**src/rtl/audio_pkg.sv**
```systemverilog
// Types and constants shared by the codec serializer and deserializer datapaths.
package audio_pkg;

   localparam int AUDIO_DATA_WIDTH = 24;

   localparam logic LRCK_LEFT  = 1'b0;
   localparam logic LRCK_RIGHT = 1'b1;

   typedef struct packed {
      logic [AUDIO_DATA_WIDTH-1:0] left;
      logic [AUDIO_DATA_WIDTH-1:0] right;
   } stereo_sample_t;

   // What the shifter does on a recovered BCLK falling edge.
   typedef enum logic [1:0] {
      EV_NONE,
      EV_LEFT_START,
      EV_RIGHT_START,
      EV_SHIFT
   } slot_event_e;

endpackage

```
**src/rtl/stereo_sample_fifo.sv**
```systemverilog
// Synchronous FIFO of packed stereo pairs; the head entry is visible without a read latency.
module stereo_sample_fifo #(
   parameter int WIDTH = 48,
   parameter int DEPTH = 4,
   localparam int AW = $clog2(DEPTH)
) (
   input  logic             clk_i,
   input  logic             rst_ni,
   input  logic             push_i,
   input  logic [WIDTH-1:0] push_data_i,
   input  logic             pop_i,
   output logic [WIDTH-1:0] pop_data_o,
   output logic             full_o,
   output logic             empty_o,
   output logic [AW:0]      level_o
);

   logic [WIDTH-1:0] mem_q [DEPTH];
   logic [AW-1:0]    wr_ptr_q, wr_ptr_d;
   logic [AW-1:0]    rd_ptr_q, rd_ptr_d;
   logic [AW:0]      level_q, level_d;
   logic             do_push, do_pop;

   assign full_o     = (level_q == (AW+1)'(DEPTH));
   assign empty_o    = (level_q == '0);
   assign level_o    = level_q;
   assign do_push    = push_i && !full_o;
   assign do_pop     = pop_i && !empty_o;
   assign pop_data_o = mem_q[rd_ptr_q];

   always_comb begin
      wr_ptr_d = wr_ptr_q;
      rd_ptr_d = rd_ptr_q;
      level_d  = level_q;
      if (do_push) wr_ptr_d = wr_ptr_q + 1'b1;
      if (do_pop)  rd_ptr_d = rd_ptr_q + 1'b1;
      case ({do_push, do_pop})
         2'b10:   level_d = level_q + 1'b1;
         2'b01:   level_d = level_q - 1'b1;
         default: level_d = level_q;
      endcase
   end

   always_ff @(posedge clk_i or negedge rst_ni) begin
      if (!rst_ni) begin
         wr_ptr_q <= '0;
         rd_ptr_q <= '0;
         level_q  <= '0;
      end else begin
         wr_ptr_q <= wr_ptr_d;
         rd_ptr_q <= rd_ptr_d;
         level_q  <= level_d;
      end
   end

   // Storage is left unreset so it maps onto distributed RAM.
   always_ff @(posedge clk_i) begin
      if (do_push) mem_q[wr_ptr_q] <= push_data_i;
   end

endmodule

```
**src/rtl/audio_dac_serializer.sv**
```systemverilog
// I2S transmitter for the WM8731 DAC, slaved to codec BCLK/DACLRCK oversampled on CLOCK_50.
module audio_dac_serializer
   import audio_pkg::*;
#(
   parameter int DATA_WIDTH  = AUDIO_DATA_WIDTH,
   parameter int FIFO_DEPTH  = 4,
   parameter int SYNC_STAGES = 2
) (
   input  logic                          CLOCK_50,
   input  logic                          KEY,
   input  logic                          write,
   input  logic [DATA_WIDTH-1:0]         writedata_left,
   input  logic [DATA_WIDTH-1:0]         writedata_right,
   output logic                          write_ready,
   input  logic                          AUD_BCLK,
   input  logic                          AUD_DACLRCK,
   output logic                          AUD_DACDAT,
   output logic                          underflow,
   output logic [$clog2(FIFO_DEPTH):0]   fifo_level
);

   localparam int CW = $clog2(DATA_WIDTH);
   localparam logic [CW-1:0] CNT_MAX = CW'(DATA_WIDTH - 1);

   logic [SYNC_STAGES-1:0]  bclk_sync_q, lrck_sync_q;
   logic                    bclk_s, lrck_s;
   logic                    bclk_dly_q, bclk_rise_q, bclk_fall_q;
   logic                    lrck_q, lrck_prev_q;
   logic [DATA_WIDTH-1:0]   shift_q, hold_q;
   logic [CW-1:0]           bit_cnt_q;
   logic                    armed_q, dacdat_q, underflow_q;
   slot_event_e             slot_ev;

   logic [2*DATA_WIDTH-1:0] fifo_rd;
   logic [DATA_WIDTH-1:0]   rd_left, rd_right;
   logic                    fifo_full, fifo_empty;

   stereo_sample_fifo #(
      .WIDTH (2*DATA_WIDTH),
      .DEPTH (FIFO_DEPTH)
   ) u_fifo (
      .clk_i       (CLOCK_50),
      .rst_ni      (KEY),
      .push_i      (write),
      .push_data_i ({writedata_left, writedata_right}),
      .pop_i       (slot_ev == EV_LEFT_START),
      .pop_data_o  (fifo_rd),
      .full_o      (fifo_full),
      .empty_o     (fifo_empty),
      .level_o     (fifo_level)
   );

   assign rd_left     = fifo_rd[2*DATA_WIDTH-1:DATA_WIDTH];
   assign rd_right    = fifo_rd[DATA_WIDTH-1:0];
   assign write_ready = !fifo_full;
   assign AUD_DACDAT  = dacdat_q;
   assign underflow   = underflow_q;
   assign bclk_s      = bclk_sync_q[SYNC_STAGES-1];
   assign lrck_s      = lrck_sync_q[SYNC_STAGES-1];

   // A channel start waits for the first BCLK fall after the rise that saw LRCK move.
   always_comb begin
      slot_ev = EV_NONE;
      if (bclk_fall_q) begin
         if (lrck_q != lrck_prev_q)
            slot_ev = (lrck_q == LRCK_LEFT) ? EV_LEFT_START : EV_RIGHT_START;
         else
            slot_ev = EV_SHIFT;
      end
   end

   always_ff @(posedge CLOCK_50 or negedge KEY) begin
      if (!KEY) begin
         bclk_sync_q <= '0;
         lrck_sync_q <= '0;
         bclk_dly_q  <= 1'b0;
         bclk_rise_q <= 1'b0;
         bclk_fall_q <= 1'b0;
         lrck_q      <= LRCK_RIGHT;
         lrck_prev_q <= LRCK_RIGHT;
         shift_q     <= '0;
         hold_q      <= '0;
         bit_cnt_q   <= '0;
         armed_q     <= 1'b0;
         dacdat_q    <= 1'b0;
         underflow_q <= 1'b0;
      end else begin
         bclk_sync_q <= {bclk_sync_q[SYNC_STAGES-2:0], AUD_BCLK};
         lrck_sync_q <= {lrck_sync_q[SYNC_STAGES-2:0], AUD_DACLRCK};
         bclk_dly_q  <= bclk_s;
         bclk_rise_q <= bclk_s & ~bclk_dly_q;
         bclk_fall_q <= ~bclk_s & bclk_dly_q;
         underflow_q <= 1'b0;

         if (bclk_rise_q) begin
            lrck_q      <= lrck_s;
            lrck_prev_q <= lrck_q;
         end

         case (slot_ev)
            EV_LEFT_START: begin
               armed_q   <= 1'b1;
               bit_cnt_q <= CNT_MAX;
               if (!fifo_empty) begin
                  shift_q  <= rd_left;
                  hold_q   <= rd_right;
                  dacdat_q <= rd_left[DATA_WIDTH-1];
               end else begin
                  shift_q     <= '0;
                  hold_q      <= '0;
                  dacdat_q    <= 1'b0;
                  underflow_q <= 1'b1;
               end
            end
            EV_RIGHT_START: begin
               bit_cnt_q <= CNT_MAX;
               // Before the first left start after reset the hold register has no partner sample.
               if (armed_q) begin
                  shift_q  <= hold_q;
                  dacdat_q <= hold_q[DATA_WIDTH-1];
               end else begin
                  shift_q  <= '0;
                  dacdat_q <= 1'b0;
               end
            end
            EV_SHIFT: begin
               if (bit_cnt_q != '0) begin
                  shift_q   <= shift_q << 1;
                  dacdat_q  <= shift_q[DATA_WIDTH-2];
                  bit_cnt_q <= bit_cnt_q - 1'b1;
               end else begin
                  dacdat_q  <= 1'b0;
               end
            end
            default: ;
         endcase
      end
   end

endmodule

```
**config.mk**
```make
export PLATFORM = sky130hd
export DESIGN_NAME = audio_dac_serializer
export DESIGN_NICKNAME = d
export VERILOG_FILES = /design/src/rtl/audio_pkg.sv /design/src/rtl/stereo_sample_fifo.sv /design/src/rtl/audio_dac_serializer.sv
export SDC_FILE = /design/constraint.sdc
export NUM_CORES = 1
export LEC_CHECK = 0
export CAP_MARGIN = 10
export CORE_MARGIN = 3
export CORE_UTILIZATION = 54
export DETAILED_ROUTE_END_ITERATION = 8
export HOLD_SLACK_MARGIN = 0.03
export PLACE_DENSITY_LB_ADDON = 0.2
export SYNTH_ARGS = -nofsm -noshare
export SYNTH_HDL_FRONTEND = slang
export SYNTH_SLANG_ARGS = --single-unit
```
**constraint.sdc**
```tcl
create_clock -name CLOCK_50 -period 4.7 [get_ports CLOCK_50]
set_input_delay 0.705 -clock CLOCK_50 [delete_from_list [all_inputs] [get_ports CLOCK_50]]
set_output_delay 0.705 -clock CLOCK_50 [all_outputs]
set_load 0.01 [all_outputs]
```
==> Word-level counts from Yosys, hierarchy flattened <==
Memories as Yosys holds them, arrays and structs flattened.
Cells that the tools add are included.
{ "classes": {"add_sub_neg": 5, "mul": 0, "div": 0, "magnitude_cmp": 0, "n_eq_ne": 8, "shift": 0, "mux": 19, "bitwise_logic": 4, "reduce_logical": 12} }
{ "ops": {"columns": ["cell", "count"], "rows": [
  ["23-bit two-way mux", 3],
  ["23-bit one-hot mux with 3 select lines", 1],
  ["24-bit two-way mux", 1],
  ["5-bit one-hot mux with 2 select lines", 1],
  ["1-bit two-way mux", 7],
  ["2-bit equality test, second input constant", 3],
  ["2-bit two-way mux", 3],
  ["3-bit one-hot mux with 2 select lines", 1],
  ["5-bit two-way mux", 1],
  ["5-bit nonzero test", 1],
  ["5-bit by 1-bit subtractor with 5-bit output, second input constant", 1],
  ["2-bit by 1-bit adder with 2-bit output, second input constant", 2],
  ["2-bit by 1-bit equality test with 1-bit output, second input constant", 2],
  ["2-bit AND reduction", 2],
  ["2-bit nonzero test", 2],
  ["3-bit by 1-bit adder with 3-bit output, second input constant", 1],
  ["3-bit equality test, second input constant", 1],
  ["3-bit zero test", 1],
  ["1-bit one-hot mux with 3 select lines", 1],
  ["3-bit nonzero test", 1],
  ["3-bit by 1-bit subtractor with 3-bit output, second input constant", 1],
  ["1-bit AND", 2],
  ["1-bit logical AND", 2],
  ["1-bit zero test", 2],
  ["other kinds (4)", 5]
]} }
{ "word_totals": {"reg_bits": 71, "latchBits": 0, "mem_bits_rw": 192, "mem_bits_ro": 0, "in_bits": 53, "out_inout_bits": 6, "elab_cells": 65, "memories": 1} }
{ "memory_table": {"columns": ["name", "words", "width", "rd", "rd_clocked_by_memory_dff", "wr", "line", "text"], "rows": [
  ["u_fifo.mem_q", 4, 48, 1, 0, 1, "stereo_sample_fifo.sv:18", "logic [WIDTH-1:0] mem_q [DEPTH];"]
]} }

==> Longest topological paths before layout <==
Gate-level depths: netlist of run 1.
{ "logic_depth": {"ltp_word": 7, "depth_mapped": 12, "ltp_nobuf": 9} }

==> Cells and area by module <==
Synthesis of run 1 repeated with hierarchy kept, for this count alone.
{ "hier_totals": {"hier_cells": 604, "area_unflattened_um2": 10396.2} }
{ "modules_own_cells": {"columns": ["module", "instances", "cells_each", "area_each_um2", "seq_area_each_um2"], "rows": [
  ["stereo_sample_fifo", 1, 288, 7407.1, 5940.7],
  ["audio_dac_serializer", 1, 316, 2989.1, 1604.0]
]} }

==> Worst setup path before layout of run 1 <==
No wires, ideal clock.
{ "synth_timing": {"kind": "reg-to-reg", "start": "register lrck_prev_q", "end": "register u_fifo.level_q[2], in the netlist u_fifo.level_o[2]", "setup_time_ns": 0.079, "t_arrival_ns": 2.335, "required_ns": 4.621, "slack_ns": 2.286, "stages_incl_launch_ff": 13, "path_buffers": 4, "period_less_slack_ns": 2.414, "path_cell_list": "dfstp_2 > buf_2 > nor2b_1 > buf_2 > and3_4 > buf_6 > buf_6 > ha_1 > inv_1 > fa_1 > xor2_1 > nor2_1 > xor2_1"} }
{ "synth_via": {"elab_chain_cells": 7, "word_cells_on_any_way": 9, "classes_between": "4 x eq/ne; 3 x mux; 2 x reduce/logical"} }
{ "synth_rtl": {"columns": ["element", "line", "text"], "rows": [
  ["from (decl)", "audio_dac_serializer.sv:28", "logic lrck_q, lrck_prev_q;"],
  ["from (signal assigned)", "audio_dac_serializer.sv:97", "lrck_prev_q <= lrck_q;"],
  ["1-bit inequality test *", "audio_dac_serializer.sv:65", "if (lrck_q != lrck_prev_q)"],
  ["2-bit two-way mux *", "audio_dac_serializer.sv:65", null],
  ["2-bit two-way mux *", "audio_dac_serializer.sv:64", "if (bclk_fall_q) begin"],
  ["2-bit by 1-bit equality test with 1-bit output *", "audio_dac_serializer.sv:46", ".pop_i (slot_ev == EV_LEFT_START),"],
  ["1-bit logical AND *", "stereo_sample_fifo.sv:28", "assign do_pop = pop_i && !empty_o;"],
  ["net u_fifo.do_pop", "stereo_sample_fifo.sv:22", "logic do_push, do_pop;"],
  ["2-bit by 1-bit equality test with 1-bit output / 2-bit equality test (equally long branches)", "stereo_sample_fifo.sv:37", "case ({do_push, do_pop})"],
  ["3-bit one-hot mux with 2 select lines / 2-bit nonzero test (equally long branches)", null, null],
  ["to (signal assigned)", "stereo_sample_fifo.sv:52", "level_q <= level_d;"],
  ["to (decl)", "stereo_sample_fifo.sv:21", "logic [AW:0] level_q, level_d;"]
]} }
Mark *: on every way through the listed nets, which the timed path passes. The rest lies on a longest branch.
A chain may end at the register's enable or synchronous reset.

==> Worst setup path in the final report of run 1 <==
{ "layout_timing": {"start": "register u_fifo.level_q[0], in the netlist u_fifo.level_o[0]", "end": "register u_fifo.level_q[2], in the netlist u_fifo.level_o[2]"} }
{ "layout_via": {"elab_chain_cells": 5, "word_cells_on_any_way": 12, "classes_between": "2 x add/sub; 3 x eq/ne; 1 x mux; 6 x reduce/logical"} }
{ "layout_rtl": {"columns": ["element", "line"], "rows": [
  ["3-bit equality test / 3-bit zero test (equally long branches)", "stereo_sample_fifo.sv:24, stereo_sample_fifo.sv:25"],
  ["1-bit zero test, on equally long branches", "stereo_sample_fifo.sv:27, stereo_sample_fifo.sv:28"],
  ["1-bit logical AND, on equally long branches", "stereo_sample_fifo.sv:27, stereo_sample_fifo.sv:28"],
  ["2-bit by 1-bit equality test with 1-bit output / 2-bit equality test (equally long branches)", "stereo_sample_fifo.sv:37"],
  ["3-bit one-hot mux with 2 select lines / 2-bit nonzero test (equally long branches)", null]
]} }
Several ways; a longest one is shown, not always the timed one.

==> results of run 1 <==
## worst max-delay path: cells and delay by family, from the launching register on
family / cells / cell delay [ps]
adder cells (fa/ha/maj): 2 / 610
AND/OR/NAND/NOR: 3 / 1450
buffers and inverters: 1 / 60
flip-flops: 1 / 410
XOR/XNOR: 2 / 310
## flip-flops by register name, indices dropped and copies added (netlist names), 2 cells and up
| register | flops |
|---|---|
| bit_cnt_q | 5 |
| hold_q | 24 |
| bclk_sync_q | 2 |
| u_fifo.wr_ptr_q | 2 |
| lrck_sync_q | 2 |
| shift_q | 23 |
| u_fifo.mem_q | 192 |
| u_fifo.level_o | 3 |
| u_fifo.rd_ptr_q | 2 |
## power breakdown
group	switching [uW]	internal, uW
Clock	841	1190
Combinational	899	928
Sequential	385	3120
Total	2120	5230
## per-stage QoR
stage | cells | hold WS (ps) | total power (uW) | area, um^2 | utilization [%]
CTS | 967 | 325 | 7450 | 12500 | 63.6
floorplan | 634 | 331 | 4810 | 10900 | -
global placement | 917 | 341 | 5320 | 11600 | 59.3
finish | 967 | 292 | 7360 | 12500 | 63.6
detailed placement | 917 | 337 | 5410 | 11600 | 59.3
global route | 967 | 360 | 7750 | 12500 | 63.6
## metal layers
metal / wire, um / vias to the layer above / GRT usage, %
li1: - / 2615 / -
met5: 0 / - / 0
met2: 10200 / 154 / 31.5
met4: 482 / 0 / 5.31
met1: 9020 / 2956 / 27.6
met3: 851 / 35 / 2.88
## layout by cell type, fill, tap and decap left out, types with 5 or more instances in the layout
cell,synthesis,routed
ha_1,6,6
and3b_1,23,23
clkbuf_1,26,10
edfxtp_1,192,192
clkdlybuf4s50_1,0,57
inv_1,33,33
o21ai_0,26,26
nor3b_1,22,22
and2_1,23,23
clkbuf_16,0,27
a211oi_1,22,22
buf_4,5,11
mux4_2,48,48
o211ai_1,24,24
clkinv_2,0,5
xor2_1,5,5
dfrtp_1,69,67
a32oi_1,23,23
a22o_1,25,25
## path summary, 6_finish.rpt
kind,depth (start not counted),startpoint,to
setup / recovery,8,u_fifo.level_o[0],u_fifo.level_o[2]
hold / removal,1,KEY,shift_q[11]
setup reg to reg,8,u_fifo.level_o[0],u_fifo.level_o[2]
hold reg to reg,0,bclk_sync_q[0],bclk_sync_q[1]
max in group asynchronous,1,KEY,u_fifo.rd_ptr_q[0]
min in group CLOCK_50,0,bclk_sync_q[0],bclk_sync_q[1]
## logic make-up (layout without fill, tap and decap cells)
group / count (synthesis) / count (layout) / synth area share [%]
multiplexers: 52 / 52 / 10.4
flip-flops: 263 / 263 / 69.4
AO/OA/AOI/OAI: 128 / 128 / 8.85
buffers and inverters: 83 / 151 / 3.47
adder cells (fa/ha/maj): 7 / 7 / 0.875
AND/OR/NAND/NOR: 93 / 93 / 6.31
XOR/XNOR: 8 / 8 / 0.714
## area by class of cell
type,count,share of cell area [%]
sequential,263,60.6
multi-input combinational,288,23.7
clock buffer,41,6.16
timing repair buffer,68,5.24
tap,265,2.66
inverter,33,0.994
clock inverter,9,0.663
==> flow_metrics.env, run 1 <==
export IMPL_status="completed"
export IMPL_drt_iter0_drc=339
export IMPL_ys_ff_latch=263
export IMPL_fill_cells=1412
export IMPL_rsz0062_at_grt="false"
export IMPL_finalHoldViolCount=0
export IMPL_rows=51
export IMPL_h_tree_depth=1
export IMPL_ant_nets=0
export IMPL_dp_slack_ps=1780
export IMPL_setup_viol=0
export IMPL_power_density_mw_per_mm2=590
export IMPL_max_stage_delay_ps=810
export IMPL_clk_path_buf_depth=3
export IMPL_drtPass1Iterations=5
export IMPL_yosys_top_cells_count="edfxtp_1, dfrtp_1, mux4_2"
export IMPL_dr_total_vias=5760
export IMPL_layout_setup_ws_ps=1770
export IMPL_max_freq_mhz=342
export IMPL_fp_dieArea_mm2=0.0219
export IMPL_syn_to_final_growth_pct=14.7
export IMPL_drc=0
export IMPL_drive_gt1_share_pct=16.2
export IMPL_ys_async_sr_fraction_pct=27.0
export IMPL_fin_nets=741
export IMPL_track_usage_pct=19.2
export IMPL_yosys_area_top_type="edfxtp_1"
export IMPL_regArea_mm2=0.00755
export IMPL_gp_congestion=0.816
export IMPL_syn_avg_cell_area_um2=17.1
export IMPL_hpwl_mm=12.2
export IMPL_clkSinkCount=263
export IMPL_ys_warnings_count=0
export IMPL_io_pins=59
export IMPL_r2r_setup_slack_ps=1770
export IMPL_cp_slowest_cell="or3_1"
export IMPL_yosysSeqAreaShare_pct=69.4
export IMPL_die_w_um=148
export IMPL_min_path_type="in2async"
export IMPL_clk_latency_ps=540
export IMPL_clk_pin_slew_ps=70
export IMPL_end_kind="flop"
export IMPL_synth_edff_count=192
export IMPL_path_class="reg2reg"
export IMPL_relSlewSlack_pct=30.9
export IMPL_clock_skew_ps=12.2
export IMPL_fp_dieH_um=148
export IMPL_yosysMostFrequentCell="edfxtp_1"
export IMPL_worst_slew_pin_slew_ps=1040
export IMPL_synthCells=634
export IMPL_start_util_pct=55.5
export IMPL_grt_ovfl_total=0
export IMPL_netlist_top_cells_area="edfxtp_1, dfrtp_1, mux4_2, a22o_1, a32oi_1"
export IMPL_grt_pass1_vias=6039
export IMPL_vdd_drop_max_v=0.000419
export IMPL_coreArea_mm2=0.0196
export IMPL_cp_cell_sequence="or3_1 -> and3_4 -> ha_1 -> inv_1 -> fa_1 -> xor2_1 -> nor2_1 -> xor2_1"
export IMPL_cts_root_buf="clkbuf_16"
export IMPL_arrival_ps=3380
export IMPL_post_drt_wl_per_cell_um=21.3
export IMPL_synthFlopType="edfxtp_1"
export IMPL_antenna_found_initial=0
export IMPL_hold_buffers=0
export IMPL_path_common_cell="xor2_1"
export IMPL_multi_input_area_mm2=0.00295
export IMPL_post_cts_buffers=0
export IMPL_cp_required_ps=5160
export IMPL_synth_top_area_share_pct=53.1
export IMPL_cp_max_fo=27
export IMPL_period_needed_ps=2930
export IMPL_synth_area_mm2=0.0109
export IMPL_diodes=0
export IMPL_cts_made_buffers=27
export IMPL_period_share_pct=62.2
export IMPL_grt_first_pass_wirelength_mm=33.3
export IMPL_p_leak_uw=0.00444
export IMPL_synthDistinctLibCells=46
export IMPL_slew_viol_final=0
export IMPL_syn_nets=694
export IMPL_cp_start_kind="flop"
export IMPL_fin_tns_setup_ps=0
export IMPL_cts_tree="yes"
export IMPL_wl_mm=20.6
export IMPL_cts_resized=0
export IMPL_maxCapViolCount=0
export IMPL_via_per_inst=5.96
export IMPL_numPortBuffers=58
export IMPL_grt_max_degree=72
No activity file was read; power rests on OpenSTA's default activity.
==> run 2, diff against run 1 <==
==> constraint.sdc (replaced) <==
create_clock -name CLOCK_50 -period 2.81 [get_ports CLOCK_50]
set_input_delay 0.4215 -clock CLOCK_50 [delete_from_list [all_inputs] [get_ports CLOCK_50]]
set_output_delay 0.4215 -clock CLOCK_50 [all_outputs]
set_load 0.01 [all_outputs]
==> run 2 against run 1 <==
  * Register-to-register slack got worse by 1300 ps
  * Hold slack worse by 270 ps
  * Non-clock buffer count rose by 9
  * First-iteration DRC count increased by 3.2%
  * Largest cell class unchanged
  * Largest power group unchanged
==> flow_metrics.env, run 2 (same netlist as run 1, synthesis figures left out) <==
export IMPL_status="completed"
export IMPL_fin_tns_setup_ps=0
export IMPL_p_leak_uw=0.00452
export IMPL_numPortBuffers=58
export IMPL_cts_resized=0
export IMPL_mostFrequentLayoutCells="edfxtp_1, dfrtp_1, clkdlybuf4s50_1"
export IMPL_drtPass1Iterations=4
export IMPL_end_kind="primary output"
export IMPL_cp_slowest_cell="clkdlybuf4s50_1"
export IMPL_coreArea_mm2=0.0196
export IMPL_start_util_pct=55.5
export IMPL_arrival_ps=1900
export IMPL_cp_max_fo=6
export IMPL_top_regs="u_fifo.mem_q x192, hold_q x24, shift_q x23"
export IMPL_grt_first_pass_wirelength_mm=33.7
export IMPL_clock_skew_ps=15.4
export IMPL_largest_register_ffs=192
export IMPL_track_usage_pct=19.5
export IMPL_post_route_cell_area_mm2=0.0126
export IMPL_cp_start_kind="flop"
export IMPL_finalHoldViolCount=0
export IMPL_post_drt_wl_per_cell_um=21.1
export IMPL_grt_ovfl_total=0
export IMPL_h_tree_depth=1
export IMPL_critPathTopFamily="buffers and inverters"
export IMPL_cts_made_buffers=26
export IMPL_dr_total_vias=5798
export IMPL_slew_viol_final=0
export IMPL_ant_nets=0
export IMPL_period_share_pct=82.5
export IMPL_post_cts_buffers=0
export IMPL_cp_cell_sequence="or3b_1 -> clkdlybuf4s50_1"
export IMPL_vdd_drop_max_v=0.000662
export IMPL_worst_slew_pin_slew_ps=913
export IMPL_syn_to_final_growth_pct=16.4
export IMPL_period_needed_ps=2320
export IMPL_drc=0
export IMPL_clk_path_buf_depth=3
export IMPL_relSlewSlack_pct=39.2
export IMPL_min_path_type="in2async"
export IMPL_fp_dieArea_mm2=0.0219
export IMPL_gp_congestion=0.745
export IMPL_die_w_um=148
export IMPL_power_density_mw_per_mm2=993
export IMPL_final_common_cell="edfxtp_1"
export IMPL_via_per_inst=5.96
export IMPL_path_class="reg2out"
export IMPL_instances_no_fill=973
export IMPL_largest_register="u_fifo.mem_q"
export IMPL_path_buf_inv=1
export IMPL_fp_dieH_um=148
export IMPL_maxCapViolCount=0
export IMPL_dp_cells=926
export IMPL_cts_tree="yes"
export IMPL_wl_mm=20.5
export IMPL_placed_area_mm2=0.0118
export IMPL_antenna_found_initial=0
export IMPL_io_pins=59
export IMPL_rows=51
export IMPL_grt_pass1_vias=6180
export IMPL_grt_max_degree=72
export IMPL_max_stage_delay_ps=510
export IMPL_clkSinkCount=263
export IMPL_rsz0062_at_grt="false"
export IMPL_cp_required_ps=2390
export IMPL_clk_pin_slew_ps=60
export IMPL_fin_nets=749
export IMPL_cts_root_buf="clkbuf_16"
export IMPL_max_freq_mhz=431
export IMPL_drive_gt1_share_pct=17.9
export IMPL_hpwl_mm=12.3
export IMPL_drt_iter0_drc=350
export IMPL_clk_latency_ps=520
export IMPL_hold_slack_ps=23.3
export IMPL_hold_buffers=0
export IMPL_diodes=0
export IMPL_setup_viol=0
==> run 2: power by group <==
part	internal, uW	switching [uW]	total, uW
registers	5210	588	5800
clock network	2130	1360	3490
logic	1670	1590	3260
total	9010	3540	12500
==> run 2: layout make-up <==
type | instances | area, um^2
Clock buffer | 34 | 742
Clock inverter | 13 | 148
Fill cell | 1357 | 6950
Inverter | 33 | 124
Multi-Input combinational cell | 288 | 2950
Sequential cell | 263 | 7550
Tap cell | 265 | 332
Timing Repair Buffer | 77 | 796
==> run 2: worst paths after layout <==
path	cells past startpoint	to	slack, ps	from
setup / recovery	2	write_ready	490	u_fifo.level_o[0]
hold / removal	1	shift_q[4]	20	KEY
setup reg to reg	4	bit_cnt_q[1]	510	lrck_prev_q
hold reg to reg	0	bclk_sync_q[1]	360	bclk_sync_q[0]
max in group asynchronous	1	u_fifo.rd_ptr_q[0]	2070	KEY
min in group CLOCK_50	0	bclk_sync_q[1]	360	bclk_sync_q[0]
==> run 2: routing by layer <==
layer	routed length (um)	up-vias	track usage [%]
met5	0	-	0
met4	385	0	4.80
met3	840	30	3.07
met2	10400	147	32.8
met1	8820	2988	27.2
li1	-	2633	-
==> run 2: per-stage QoR <==
step,power (uW),setup WS [ps],util (%)
2_1_floorplan,8050,396,-
5_1_grt,13200,350,64.5
6_report,12500,491,64.5
3_3_place_gp,9080,576,60.0
4_1_cts,12700,466,64.5
3_5_place_dp,9190,545,60.0
==> run 3, diff against run 2 <==
==> constraint.sdc (replaced) <==
create_clock -name CLOCK_50 -period 1.92 [get_ports CLOCK_50]
set_input_delay 0.288 -clock CLOCK_50 [delete_from_list [all_inputs] [get_ports CLOCK_50]]
set_output_delay 0.288 -clock CLOCK_50 [all_outputs]
set_load 0.01 [all_outputs]
==> run 3 against run 2 <==
  * The flow now finishes with violations (setup timing)
  * Cell area increased by 2.6%
  * Clock power is 49% higher
  * Sequential share of layout area is 1.5 points lower
  * Combinational power grew 65%
  * Clock skew increased by 2.6 ps
  * Critical path depth is 7 higher
  * Count of clock-buffer cells in the layout down 2
  * Hold slack improved by 200 ps
  * Sequential power is 42% higher
  * Largest power group unchanged
==> flow_metrics.env, run 3 (same netlist as run 1, synthesis figures left out) <==
export IMPL_maxCapViolCount=0
export IMPL_r2r_start="u_fifo.level_o[1]"
export IMPL_worstRegToRegCells=9
export IMPL_grt_max_degree=71
export IMPL_cp_max_fo=2
export IMPL_critPathCapture="u_fifo.level_o[2]"
export IMPL_p_sw_share_pct=28.6
export IMPL_cp_startpoint="u_fifo.level_o[1]"
export IMPL_vdd_drop_max_v=0.000944
export IMPL_grt_ovfl_total=0
export IMPL_p_leak_uw=0.00468
export IMPL_r2r_setup_slack_ps=-50
export IMPL_diodes=0
export IMPL_comb_power_share_pct=28.5
export IMPL_total_power_uw=18800
export IMPL_slew_viol_final=0
export IMPL_mostFrequentLayoutCells="edfxtp_1, dfrtp_1, clkdlybuf4s50_1"
export IMPL_rows=51
export IMPL_arrival_ps=2420
export IMPL_path_class="reg2reg"
export IMPL_largest_register_ffs=192
export IMPL_period_share_pct=103
export IMPL_regArea_mm2=0.00755
export IMPL_fin_tns_setup_ps=-85.2
export IMPL_top_regs="u_fifo.mem_q x192, hold_q x24, shift_q x23"
export IMPL_finalHoldViolCount=0
export IMPL_cts_tree="yes"
export IMPL_rsz0062_at_grt="true"
export IMPL_antenna_found_initial=0
export IMPL_largest_register="u_fifo.mem_q"
export IMPL_coreArea_mm2=0.0196
export IMPL_grt_first_pass_wirelength_mm=35.0
export IMPL_p_sw_uw=5380
export IMPL_fin_nets=771
export IMPL_gp_congestion=0.805
export IMPL_rr_endpoint="u_fifo.level_o[2]"
export IMPL_start_util_pct=55.5
export IMPL_clkSinkCount=263
export IMPL_wl_mm=21.6
export IMPL_relSlewSlack_pct=58.4
export IMPL_drtPass1Iterations=5
export IMPL_cp_required_ps=2370
export IMPL_drc=0
export IMPL_cp_start_kind="flop"
export IMPL_violations="setup timing"
export IMPL_numPortBuffers=58
export IMPL_multi_input_area_mm2=0.00299
export IMPL_via_per_inst=6.11
export IMPL_syn_to_final_growth_pct=19.3
export IMPL_worst_slew_pin_slew_ps=624
export IMPL_min_path_type="in2reg"
export IMPL_h_tree_depth=1
export IMPL_end_kind="flop"
export IMPL_drt_iter0_drc=403
export IMPL_cts_root_buf="clkbuf_16"
export IMPL_fin_util_pct=66.2
export IMPL_drive_gt1_share_pct=21.6
export IMPL_fp_dieArea_mm2=0.0219
export IMPL_io_pins=59
export IMPL_placed_area_mm2=0.0120
export IMPL_dr_total_vias=6092
export IMPL_fill_cells=1361
export IMPL_clock_skew_ps=17.9
export IMPL_post_drt_wl_per_cell_um=21.6
export IMPL_hpwl_mm=13.2
export IMPL_cts_made_buffers=27
export IMPL_clk_path_buf_depth=3
export IMPL_status="finished, violations left"
export IMPL_power_density_mw_per_mm2=1450
export IMPL_clk_pin_slew_ps=60
export IMPL_clk_latency_ps=540
export IMPL_setup_viol=2
export IMPL_die_w_um=148
export IMPL_period_needed_ps=1970
export IMPL_clockPowerShare_pct=27.6
export IMPL_fp_dieH_um=148
export IMPL_p_int_uw=13400
export IMPL_layout_setup_ws_ps=-51.8
export IMPL_ant_nets=0
export IMPL_track_usage_pct=20.1
export IMPL_p_seq_share_pct=43.8
export IMPL_final_common_cell="edfxtp_1"
export IMPL_grt_pass1_vias=6412
export IMPL_post_route_cell_area_mm2=0.0130
export IMPL_max_freq_mhz=507
==> run 3: changes by cell type in the layout (fill, tap and decap cells not counted), moves of 2 or more <==
cell | before | now
buf_12 | 6 | 15
buf_4 | 14 | 23
clkinv_1 | 2 | 4
clkinv_2 | 4 | 8
clkinv_4 | 2 | 0
inv_1 | 33 | 31
==> run 3: power by group through the flow <==
stage	sequential, uW	combinational (uW)	clock, uW
floorplan	8110	3670	0
global placement	8260	5260	0
detailed placement	8340	5390	0
CTS	8250	5440	5310
global route	8380	5880	5530
finish	8250	5370	5200
==> run 3: worst max-delay path: stages, from the launching register on <==
cell     delay, ps
dfrtp_1        370
or3b_4         400
and2_4         160
inv_4           50
ha_4           130
inv_2           30
fa_2           320
xor2_1         150
nor2_1         130
xor2_1         150
==> run 3: how the worst min path moves through the flow <==
stage                     endpoint      from  cells past startpoint
floorplan               AUD_DACDAT       KEY                      0
finish              bclk_sync_q[0]  AUD_BCLK                      1
detailed placement  bclk_sync_q[0]       KEY                      1
global route        bclk_sync_q[0]  AUD_BCLK                      1
global placement    bclk_sync_q[0]       KEY                      1
CTS                 bclk_sync_q[0]  AUD_BCLK                      1
==> run 3: layout make-up <==
cell class / count / area share, %
clock buffers: 32 / 5.59
clock inverters: 18 / 1.30
well taps: 265 / 2.56
repair buffers: 98 / 8.33
inverters: 33 / 0.975
flip-flops and latches: 263 / 58.2
multi-input cells: 288 / 23.0
==> run 3: through the flow <==
stage | setup WS (ps) | hold slack [ps] | instances
2_1_floorplan | -377 | -7.59 | 634
3_3_place_gp | -97.1 | 276 | 944
3_5_place_dp | -180 | 294 | 944
4_1_cts | -70.9 | 208 | 995
5_1_grt | -145 | 217 | 997
6_report | -51.8 | 225 | 997
==> run 3: what timing repair did <==
| item | 4_1_cts | 5_1_grt |
|---|---|---|
| pin swaps | 6 | 5 |
| hold buffers | 1 | 0 |
| setup buffers | 0 | 2 |
| setup endpoints to repair | 24 | 25 |
| endpoints found under the hold margin | 34 | 0 |
| resized for setup | 9 | 4 |
==> run 3: layer usage <==
| metal | up-vias | share of wire [%] | wire length [um] | GRT usage (%) |
|---|---|---|---|---|
| li1 | 2682 | - | - | - |
| met1 | 3198 | 41 | 8870 | 27.8 |
| met2 | 166 | 52 | 11200 | 34.5 |
| met3 | 46 | 4.4 | 949 | 3.00 |
| met4 | 0 | 2.5 | 537 | 4.90 |
| met5 | - | 0 | 0 | 0 |
